<file path="src/rtl/shift_add_multiplier_if.sv">
// ---------------------------------------------------------------------------
// shift_add_multiplier_if
//   Operand/result bundle for the sequential shift-and-add multiplier.
//
//   Handshake rule for both channels: a transfer happens on a rising clk edge
//   where valid and ready are both high. Once valid is raised, the source holds
//   it and its payload steady until that edge. Ready may depend on state only,
//   never on valid.
//
//   Signals
//     in_valid  : operands A/B are valid (master -> slave)
//     in_ready  : multiplier can take operands (slave -> master)
//     A, B      : WIDTH-bit unsigned operands (master -> slave)
//     out_valid : Product is valid (slave -> master)
//     out_ready : consumer accepts Product (master -> slave)
//     Product   : 2*WIDTH-bit unsigned product (slave -> master)
//
//   Modports
//     slave  : the multiplier
//     master : the producer/consumer driving the multiplier
// ---------------------------------------------------------------------------
interface shift_add_multiplier_if #(
    parameter int WIDTH = 4
);
    logic                 in_valid;
    logic                 in_ready;
    logic [WIDTH-1:0]     A;
    logic [WIDTH-1:0]     B;
    logic                 out_valid;
    logic                 out_ready;
    logic [2*WIDTH-1:0]   Product;

    modport slave (
        input  in_valid,
        input  A,
        input  B,
        input  out_ready,
        output in_ready,
        output out_valid,
        output Product
    );

    modport master (
        output in_valid,
        output A,
        output B,
        output out_ready,
        input  in_ready,
        input  out_valid,
        input  Product
    );
endinterface

</file>
<file path="src/rtl/shift_add_multiplier.sv">
// ---------------------------------------------------------------------------
// shift_add_multiplier
//   Sequential unsigned shift-and-add multiplier. One partial product is added
//   per clock through a WIDTH-bit ripple-carry adder; the adder carry-out is
//   kept as the top bit of the shifted accumulator so the product is exact.
//   One multiplication in flight at a time.
//
//   Ports
//     clk         : single clock, rising edge
//     rst         : synchronous, active-high reset (aborts any operation)
//     bus         : operand/result handshake bundle (slave modport)
//     o_dbg_state : current FSM state (0 IDLE, 1 CALC, 2 DONE)
//
//   Timing: operands accepted at edge N, out_valid is high in the cycle after
//   edge N+WIDTH; Product is held until the next completion.
// ---------------------------------------------------------------------------

// WIDTH-bit ripple-carry adder with carry-out (no carry-in).
module shift_add_multiplier_ripple_add #(
    parameter int WIDTH = 4
) (
    input  logic [WIDTH-1:0] i_a,
    input  logic [WIDTH-1:0] i_b,
    output logic [WIDTH-1:0] o_sum,
    output logic             o_carry
);
    logic [WIDTH:0] w_c;

    assign w_c[0] = 1'b0;

    genvar gi;
    generate
        for (gi = 0; gi < WIDTH; gi++) begin : g_fa
            assign o_sum[gi]  = i_a[gi] ^ i_b[gi] ^ w_c[gi];
            assign w_c[gi+1]  = (i_a[gi] & i_b[gi]) | (w_c[gi] & (i_a[gi] ^ i_b[gi]));
        end
    endgenerate

    assign o_carry = w_c[WIDTH];
endmodule

module shift_add_multiplier #(
    parameter int WIDTH = 4
) (
    input  logic                    clk,
    input  logic                    rst,
    shift_add_multiplier_if.slave   bus,
    output logic [1:0]              o_dbg_state
);
    localparam int CW = $clog2(WIDTH + 1);

    typedef enum logic [1:0] {
        S_IDLE = 2'd0,
        S_CALC = 2'd1,
        S_DONE = 2'd2
    } state_t;

    state_t                 r_state;
    state_t                 w_next_state;

    logic [WIDTH-1:0]       r_mcand;
    logic [WIDTH-1:0]       r_acc_hi;
    logic [WIDTH-1:0]       r_acc_lo;
    logic [CW-1:0]          r_count;
    logic [2*WIDTH-1:0]     r_product;

    logic [WIDTH-1:0]       w_addend;
    logic [WIDTH-1:0]       w_sum;
    logic                   w_carry;
    logic                   w_accept;
    logic                   w_last;

    // Partial product: the multiplicand when the current multiplier bit is 1.
    assign w_addend = r_acc_lo[0] ? r_mcand : '0;

    shift_add_multiplier_ripple_add #(
        .WIDTH (WIDTH)
    ) u_add (
        .i_a     (r_acc_hi),
        .i_b     (w_addend),
        .o_sum   (w_sum),
        .o_carry (w_carry)
    );

    // State register
    always_ff @(posedge clk) begin
        if (rst) begin
            r_state <= S_IDLE;
        end else begin
            r_state <= w_next_state;
        end
    end

    // Next state and handshake outputs
    always_comb begin
        w_next_state  = r_state;
        bus.in_ready  = 1'b0;
        bus.out_valid = 1'b0;
        w_accept      = 1'b0;
        w_last        = 1'b0;
        case (r_state)
            S_IDLE: begin
                bus.in_ready = 1'b1;
                if (bus.in_valid) begin
                    w_accept     = 1'b1;
                    w_next_state = S_CALC;
                end
            end
            S_CALC: begin
                if (r_count == CW'(WIDTH - 1)) begin
                    w_last       = 1'b1;
                    w_next_state = S_DONE;
                end
            end
            S_DONE: begin
                bus.out_valid = 1'b1;
                if (bus.out_ready) begin
                    w_next_state = S_IDLE;
                end
            end
            default: begin
                w_next_state = S_IDLE;
            end
        endcase
    end

    // Datapath: {acc_hi, acc_lo} holds the running sum above the not yet
    // consumed multiplier bits. Each step adds, then shifts the whole
    // {carry, sum, acc_lo} right by one.
    always_ff @(posedge clk) begin
        if (rst) begin
            r_mcand   <= '0;
            r_acc_hi  <= '0;
            r_acc_lo  <= '0;
            r_count   <= '0;
            r_product <= '0;
        end else if (w_accept) begin
            r_mcand  <= bus.A;
            r_acc_hi <= '0;
            r_acc_lo <= bus.B;
            r_count  <= '0;
        end else if (r_state == S_CALC) begin
            r_acc_hi <= {w_carry, w_sum[WIDTH-1:1]};
            r_acc_lo <= {w_sum[0], r_acc_lo[WIDTH-1:1]};
            r_count  <= r_count + CW'(1);
            if (w_last) begin
                r_product <= {w_carry, w_sum, r_acc_lo[WIDTH-1:1]};
            end
        end
    end

    assign bus.Product = r_product;
    assign o_dbg_state = r_state;
endmodule

</file>
<file path="src/flat_wrapper.sv">
// flat-port wrapper written by rule: the top's interface ports become plain ports
module shift_add_multiplier_flat 
#(
    parameter int WIDTH = 4
)
  (clk, rst, o_dbg_state, bus_in_valid, bus_A, bus_B, bus_out_ready, bus_in_ready, bus_out_valid, bus_Product);
  shift_add_multiplier_if #(.WIDTH(WIDTH)) bus_i ();
  input  logic clk;
  input  logic rst;
  output logic [1:0] o_dbg_state;
  input wire logic [$bits(bus_i.in_valid)-1:0] bus_in_valid;
  input wire logic [$bits(bus_i.A)-1:0] bus_A;
  input wire logic [$bits(bus_i.B)-1:0] bus_B;
  input wire logic [$bits(bus_i.out_ready)-1:0] bus_out_ready;
  output wire logic [$bits(bus_i.in_ready)-1:0] bus_in_ready;
  output wire logic [$bits(bus_i.out_valid)-1:0] bus_out_valid;
  output wire logic [$bits(bus_i.Product)-1:0] bus_Product;
  assign bus_i.in_valid = bus_in_valid;
  assign bus_i.A = bus_A;
  assign bus_i.B = bus_B;
  assign bus_i.out_ready = bus_out_ready;
  assign bus_in_ready = bus_i.in_ready;
  assign bus_out_valid = bus_i.out_valid;
  assign bus_Product = bus_i.Product;
  shift_add_multiplier #(.WIDTH(WIDTH)) u_core (.clk(clk), .rst(rst), .bus(bus_i), .o_dbg_state(o_dbg_state));
endmodule
</file>
<file path="config.mk">
export PLATFORM = sky130hd
export DESIGN_NAME = shift_add_multiplier_flat
export DESIGN_NICKNAME = d
export VERILOG_FILES = /design/src/rtl/shift_add_multiplier_if.sv /design/src/rtl/shift_add_multiplier.sv /design/src/flat_wrapper.sv
export SDC_FILE = /design/constraint.sdc
export NUM_CORES = 1
export LEC_CHECK = 0
export ABC_AREA = 1
export BUFFER_PORTS_ARGS = -buffer_cell sky130_fd_sc_hd__buf_2
export CAP_MARGIN = 20
export CORE_UTILIZATION = 52
export DETAILED_ROUTE_END_ITERATION = 6
export PLACE_DENSITY = 0.81
export SETUP_SLACK_MARGIN = 0.05
export SYNTH_ARGS = -nofsm -noshare
export SYNTH_HDL_FRONTEND = slang
export SYNTH_SLANG_ARGS = --single-unit
</file>
<file path="constraint.sdc">
create_clock -name clk -period 2.1 [get_ports clk]
set_input_delay 0.315 -clock clk [delete_from_list [all_inputs] [get_ports clk]]
set_output_delay 0.315 -clock clk [all_outputs]
set_load 0.01 [all_outputs]
</file>
==> reports/qor.yml, run 1 <==
drtAntennaViolNets: 0
hold_depth: 4
clkSinkCount: 25
io_buffers: 23
final.setup_skew_ns: 0.00161
clock_tree.buffer_depth: 2
diodes: 0
path_cells: "nand2_2 > inv_2 > ha_4 > inv_2 > fa_2 > inv_2 > fa_2 > inv_2 > fa_1 > nand3_1 > nand2_1 > a21oi_1"
worst_slew_pin_slew_ns: 0.449
ff2ff_setup_slack_ns: -0.005
max-slew-margin-rel_pct: 69.7
dr_wl_met3_um: 109
clk_pin_slew_ns: 0.13
most-common-layout-cells: "nand2_1, buf_2, dfxtp_1"
cp_slowest_cell: "fa_1"
synthMuxAreaShare_pct: 0
cts-root-buf: "clkbuf_4"
rsz0062_at_grt: "yes"
synth_compound_area_share_pct: 10.2
yosysWarnings: 0
final_hold_viol_count: 0
rr_endpoint: "u_core.bus.Product[6]"
dr_wl_met2_um: 976
holdBufCountCts: 0
fin_ws_ns: -0.00512
overflow: 0
post_drt_wl_per_cell_um: 10.4
netlist_area_um2: 1160
grt_pass1_wl_um: 3750
synth_top_family_by_area: "simple AND/OR/NAND/NOR gates"
drive_gt1_share_pct: 25.4
crit_family: "adder cells"
drt-initial-drc-count: 19
synth-seq-area-share_pct: 43.2
cp_common_cell: "inv_2"
clk_latency_ns: 0.33
power_leakage_nw: 0.648
hp-class: "in -> reg"
drt_pre_antenna_iters: 4
core_um2: 2020
wirelength_um: 2170
grt_max_degree: 15
reg2reg_from: "u_core.r_mcand[0]"
violations: "negative setup slack"
syn_inst: 156
fill_cells: 181
vias_per_cell: 4.89
setup_viol: 1
layout_commonest_cell: "nand2_1"
max_stage_delay_ns: 0.55
regArea_um2: 503
nNetsFinal: 200
multi_input_area_um2: 554
numCtsBuffers: 3
fp.dieW_um: 49.2
cp.arrival_ns: 2.34
m1WireLength_um: 1020
ys_seq_elements: 25
top_layer_used: "met4"
rows: 16
fin_crit_sh_pct: 100
path_class: "reg -> reg"
num_vias: 1018
cp-start-kind: "register"
synth_cell_types: 17
crit_required_ns: 2.33
h-tree-depth: 1
path_max_fanout: 2
cap_violations: 0
gp_congestion: 0.880
cp-startpoint: "u_core.r_mcand[0]"
cp.depth: 12
vdd_drop_max_mv: 0.418
initial_core_util_pct: 57.3
num_io_pins: 24
dieArea_um2: 2420
min_period_ns: 2.11
dp_slack_ns: 0.0468
drcViolationCount: 0
grt.total_usage_pct: 20.4
synthSimpleGateAreaFrac_pct: 26.8
cp-endpoint: "u_core.bus.Product[6]"
total_power_mw: 0.817
cp.buffers_inverters: 4
fmax_mhz: 475
synth_adder_area_share_pct: 8.42
grt_pass1_vias: 903
power.density_nw_per_um2: 609
ff2ff_path_depth: 12
synth_nets: 174
fin_tns_setup_ns: -0.00512
dpl.hpwl_um: 1660
dieHeight_um: 49.2
avgSynthCellArea_um2: 7.43
drv_slew: 0
status: "complete, but fails checks"
area_growth_pct: 15.9
synth_xor_xnor_area_share_pct: 0.756
end_kind: "register"
antenna_found_initial: 0
cts_tree: "yes"
==> metal layers <==
layer,track usage [%],vias to the layer above
met5,0,-
met4,10.3,0
met3,3.74,7
met2,32.4,28
met1,26.3,452
li1,-,531
==> cell families (layout without fill, tap and decap cells) <==
| group | count (synthesis) | in the layout |
|---|---|---|
| and+or+nand+nor | 72 | 72 |
| buffers and inverters | 29 | 54 |
| DFF | 25 | 25 |
| AOI/OAI and AO/OA | 23 | 23 |
| adders and majority gates | 6 | 6 |
| xor gates and xnor gates | 1 | 1 |
==> layout make-up <==
| class | count | area share (%) |
|---|---|---|
| Inverter | 25 | 6.99 |
| Clock buffer | 3 | 1.68 |
| Sequential cell | 25 | 37.5 |
| Tap cell | 27 | 2.52 |
| Timing Repair Buffer | 25 | 9.69 |
| Multi-Input combinational cell | 102 | 41.3 |
| Clock inverter | 1 | 0.373 |
==> power by group <==
group          internal (mW)  total, mW  switching [mW]
logic                 0.0362     0.0934          0.0572
clock network         0.0716      0.218           0.147
registers              0.491      0.506          0.0148
total                  0.599      0.817           0.219
==> tightest hold or removal path, stage by stage <==
cell	delay [ns]
buf_2	0.07
inv_1	0.03
nand2_1	0.05
a21oi_1	0.05
==> synth_stat cells <==
cell | number | area, um^2
nand2_2 | 3 | 18.8
nand2_1 | 38 | 143
inv_1 | 23 | 86.3
xor2_1 | 1 | 8.76
nand3_1 | 14 | 70.1
fa_1 | 3 | 60.1
o21a_1 | 1 | 7.51
buf_6 | 1 | 11.3
inv_2 | 2 | 7.51
nor2_1 | 15 | 56.3
a21oi_1 | 13 | 65.1
ha_1 | 3 | 37.5
dfxtp_1 | 25 | 500
clkbuf_1 | 1 | 3.75
o21ai_0 | 9 | 45.0
nor2_4 | 2 | 22.5
buf_4 | 2 | 15.0
==> repair_timing <==
action,4_1_cts,5_1_grt
pin swaps,0,4
setup endpoints to repair,2,4
setup buffers,0,1
resized for setup,2,10
==> state kept, by name, indices dropped and copies added (netlist names) <==
register / count
u_core.o_dbg_state: 2
u_core.r_acc_lo: 4
u_core.r_mcand: 4
u_core.r_count: 3
u_core.bus.Product: 8
u_core.r_acc_hi: 4
==> metrics by stage <==
stage          hold slack [ns]  instance area (um^2)  util [%]  std cells
2_1_floorplan            0.444                  1160         -        156
3_5_place_dp             0.436                  1280      63.6        203
5_1_grt                  0.231                  1340      66.4        208
4_1_cts                  0.219                  1320      65.0        207
3_3_place_gp             0.425                  1280      63.6        203
6_report                 0.219                  1340      66.4        208
==> worst min-delay path by stage <==
stage                               start                     to  slack [ns]
finish                      bus_out_ready  u_core.o_dbg_state[1]        0.22
global route                     bus_A[0]      u_core.r_mcand[0]        0.23
CTS                         bus_out_ready  u_core.o_dbg_state[1]        0.22
detailed placement  u_core.bus.Product[4]  u_core.bus.Product[4]        0.44
global placement    u_core.bus.Product[7]  u_core.bus.Product[7]        0.42
floorplan              u_core.r_acc_hi[1]     u_core.r_acc_hi[1]        0.44
Note: power is estimated with default switching activity, not from simulation.
==> run 2: changes to the inputs <==
- CORE_UTILIZATION: 52 -> 56
- PLACE_DENSITY: 0.81 -> 0.86
- clock period: 2.1 -> 2.61 ns (I/O delays scaled with it)
==> run 2 against run 1 <==
The flow now finishes without violations; combinational power shrank 24%; non-clock buffer count is 2 lower; first-iteration DRC count is 26% higher; highest routed layer unchanged; clock power is 21% lower; register-to-register slack gained 0.43 ns; critical path depth unchanged; final cell count down 0.96%; sequential share of layout area increased by 0.89 points; flip-flop and latch count stayed put; die area fell by 6.8%.
==> reports/qor.yml, run 2 (same netlist as run 1, synthesis figures left out) <==
post_drt_wl_per_cell_um: 10.2
initial_core_util_pct: 59.1
cts_tree: "yes"
gp_congestion: 0.772
num_vias: 1025
nNetsFinal: 198
final_hold_viol_count: 0
cp.buffers_inverters: 5
setup_viol: 0
most-common-layout-cells: "nand2_1, dfxtp_1, inv_1, buf_2, nor2_1"
antenna_found_initial: 0
diodes: 0
layout_commonest_cell: "nand2_1"
clkSinkCount: 25
postCtsResizedCells: 0
fmax_mhz: 458
min_period_ns: 2.18
max-slew-margin-rel_pct: 71.7
reg2reg_from: "u_core.r_acc_lo[0]"
io_buffers: 23
grt_pass1_wl_um: 3240
pwr-share-clk_pct: 26.5
max_stage_delay_ns: 0.45
drt_pre_antenna_iters: 4
cp-startpoint: "u_core.r_acc_lo[0]"
core_um2: 1960
rsz0062_at_grt: "no"
numCtsBuffers: 3
cp.arrival_ns: 2.46
rows: 16
dieArea_um2: 2250
vias_per_cell: 4.98
worst_slew_pin_slew_ns: 0.419
drcViolationCount: 0
crit_family: "adder cells"
overflow: 0
drtAntennaViolNets: 0
dpl.hpwl_um: 1580
drt-initial-drc-count: 24
largest_reg_flops: 8
dieHeight_um: 47.5
seqPwrFrac_pct: 62.6
power_leakage_nw: 0.645
rr_endpoint: "u_core.r_acc_hi[2]"
hold_start: "bus_out_ready"
utilization_pct: 66.5
power.switching_mw: 0.172
cp.depth: 12
status: "finished clean"
fp.dieW_um: 47.5
crit_required_ns: 2.89
cp_slowest_cell: "fa_1"
clock_tree.buffer_depth: 2
fin_crit_sh_pct: 83.7
cp-endpoint: "u_core.r_acc_hi[2]"
drv_slew: 0
wirelength_um: 2100
clk_pin_slew_ns: 0.13
end_kind: "register"
path_class: "reg -> reg"
ff2ff_setup_slack_ns: 0.43
cp_common_cell: "inv_1"
hp-class: "in -> reg"
path_max_fanout: 5
h-tree-depth: 1
clk_latency_ns: 0.32
grt_max_degree: 15
ff2ff_path_depth: 12
cap_violations: 0
drive_gt1_share_pct: 19.0
grt.total_usage_pct: 21.1
grt_pass1_vias: 757
post_cts_buffers: 0
power.density_nw_per_um2: 498
cts-root-buf: "clkbuf_4"
holdBufCountCts: 0
area_growth_pct: 12.6
p_comb_share_pct: 10.9
cp-start-kind: "register"
vdd_drop_max_mv: 0.349
num_io_pins: 24
p_int_mw: 0.478
fin_tns_setup_ns: 0
swShare_pct: 26.5
path_cells: "nand2_1 > inv_1 > ha_1 > inv_1 > fa_1 > inv_1 > fa_1 > inv_1 > fa_1 > o21ai_0 > nand2_1 > inv_1"
final.setup_skew_ns: 0.00132
==> run 2: cell types whose count changed in the layout (fill, tap and decap cells not counted), moves of 2 or more <==
cell,before,now
dfxtp_1,23,25
buf_4,2,0
fa_1,1,3
inv_1,19,23
fa_2,2,0
inv_2,6,2
dfxtp_2,2,0
==> run 2: area by class of cell <==
type	count	area [um^2]
clock inverter	1	5.00
inverter	25	93.8
fill	174	657
multi-input combinational	102	534
sequential	25	500
tap	27	33.8
timing repair buffer	23	115
clock buffer	3	22.5
==> run 2: worst register-to-register path, cell delays in order, from the launching register on <==
cell and delay, ns:
dfxtp_1 0.41, nand2_1 0.08, inv_1 0.07, ha_1 0.13, inv_1 0.04, fa_1 0.35, inv_1 0.07, fa_1 0.16
inv_1 0.05, fa_1 0.45, o21ai_0 0.19, nand2_1 0.09, inv_1 0.06
==> run 2: through the flow <==
stage	worst slack (ns)	cells	total power, mW	hold slack, ns	instance area (um^2)
after floorplan	0.641	156	0.465	0.444	1160
after global placement	0.576	202	0.482	0.425	1280
after detailed placement	0.503	202	0.486	0.432	1280
after CTS	0.441	206	0.650	0.306	1310
after global routing	0.324	206	0.682	0.311	1310
final	0.427	206	0.650	0.304	1310
==> run 2: how the worst min path moves through the flow <==
stage	cells past startpoint	slack, ns	to
2_1_floorplan	2	0.44	u_core.r_acc_hi[1]
3_3_place_gp	2	0.43	u_core.bus.Product[7]
3_5_place_dp	2	0.43	u_core.bus.Product[6]
4_1_cts	4	0.31	u_core.o_dbg_state[1]
5_1_grt	3	0.31	u_core.r_mcand[0]
6_report	4	0.30	u_core.o_dbg_state[1]
==> run 2: power by group through the flow <==
stage	combinational, mW	clock, mW	sequential, mW
floorplan	0.0526	0	0.413
global placement	0.0679	0	0.415
detailed placement	0.0709	0	0.415
CTS	0.0715	0.171	0.407
global route	0.0823	0.192	0.408
finish	0.0711	0.172	0.407
==> run 2: layer usage <==
layer | global-route usage [%] | routed length, um
met1 | 30.0 | 1020
met2 | 30.1 | 952
met3 | 4.53 | 92
met4 | 10.9 | 35
met5 | 0 | 0
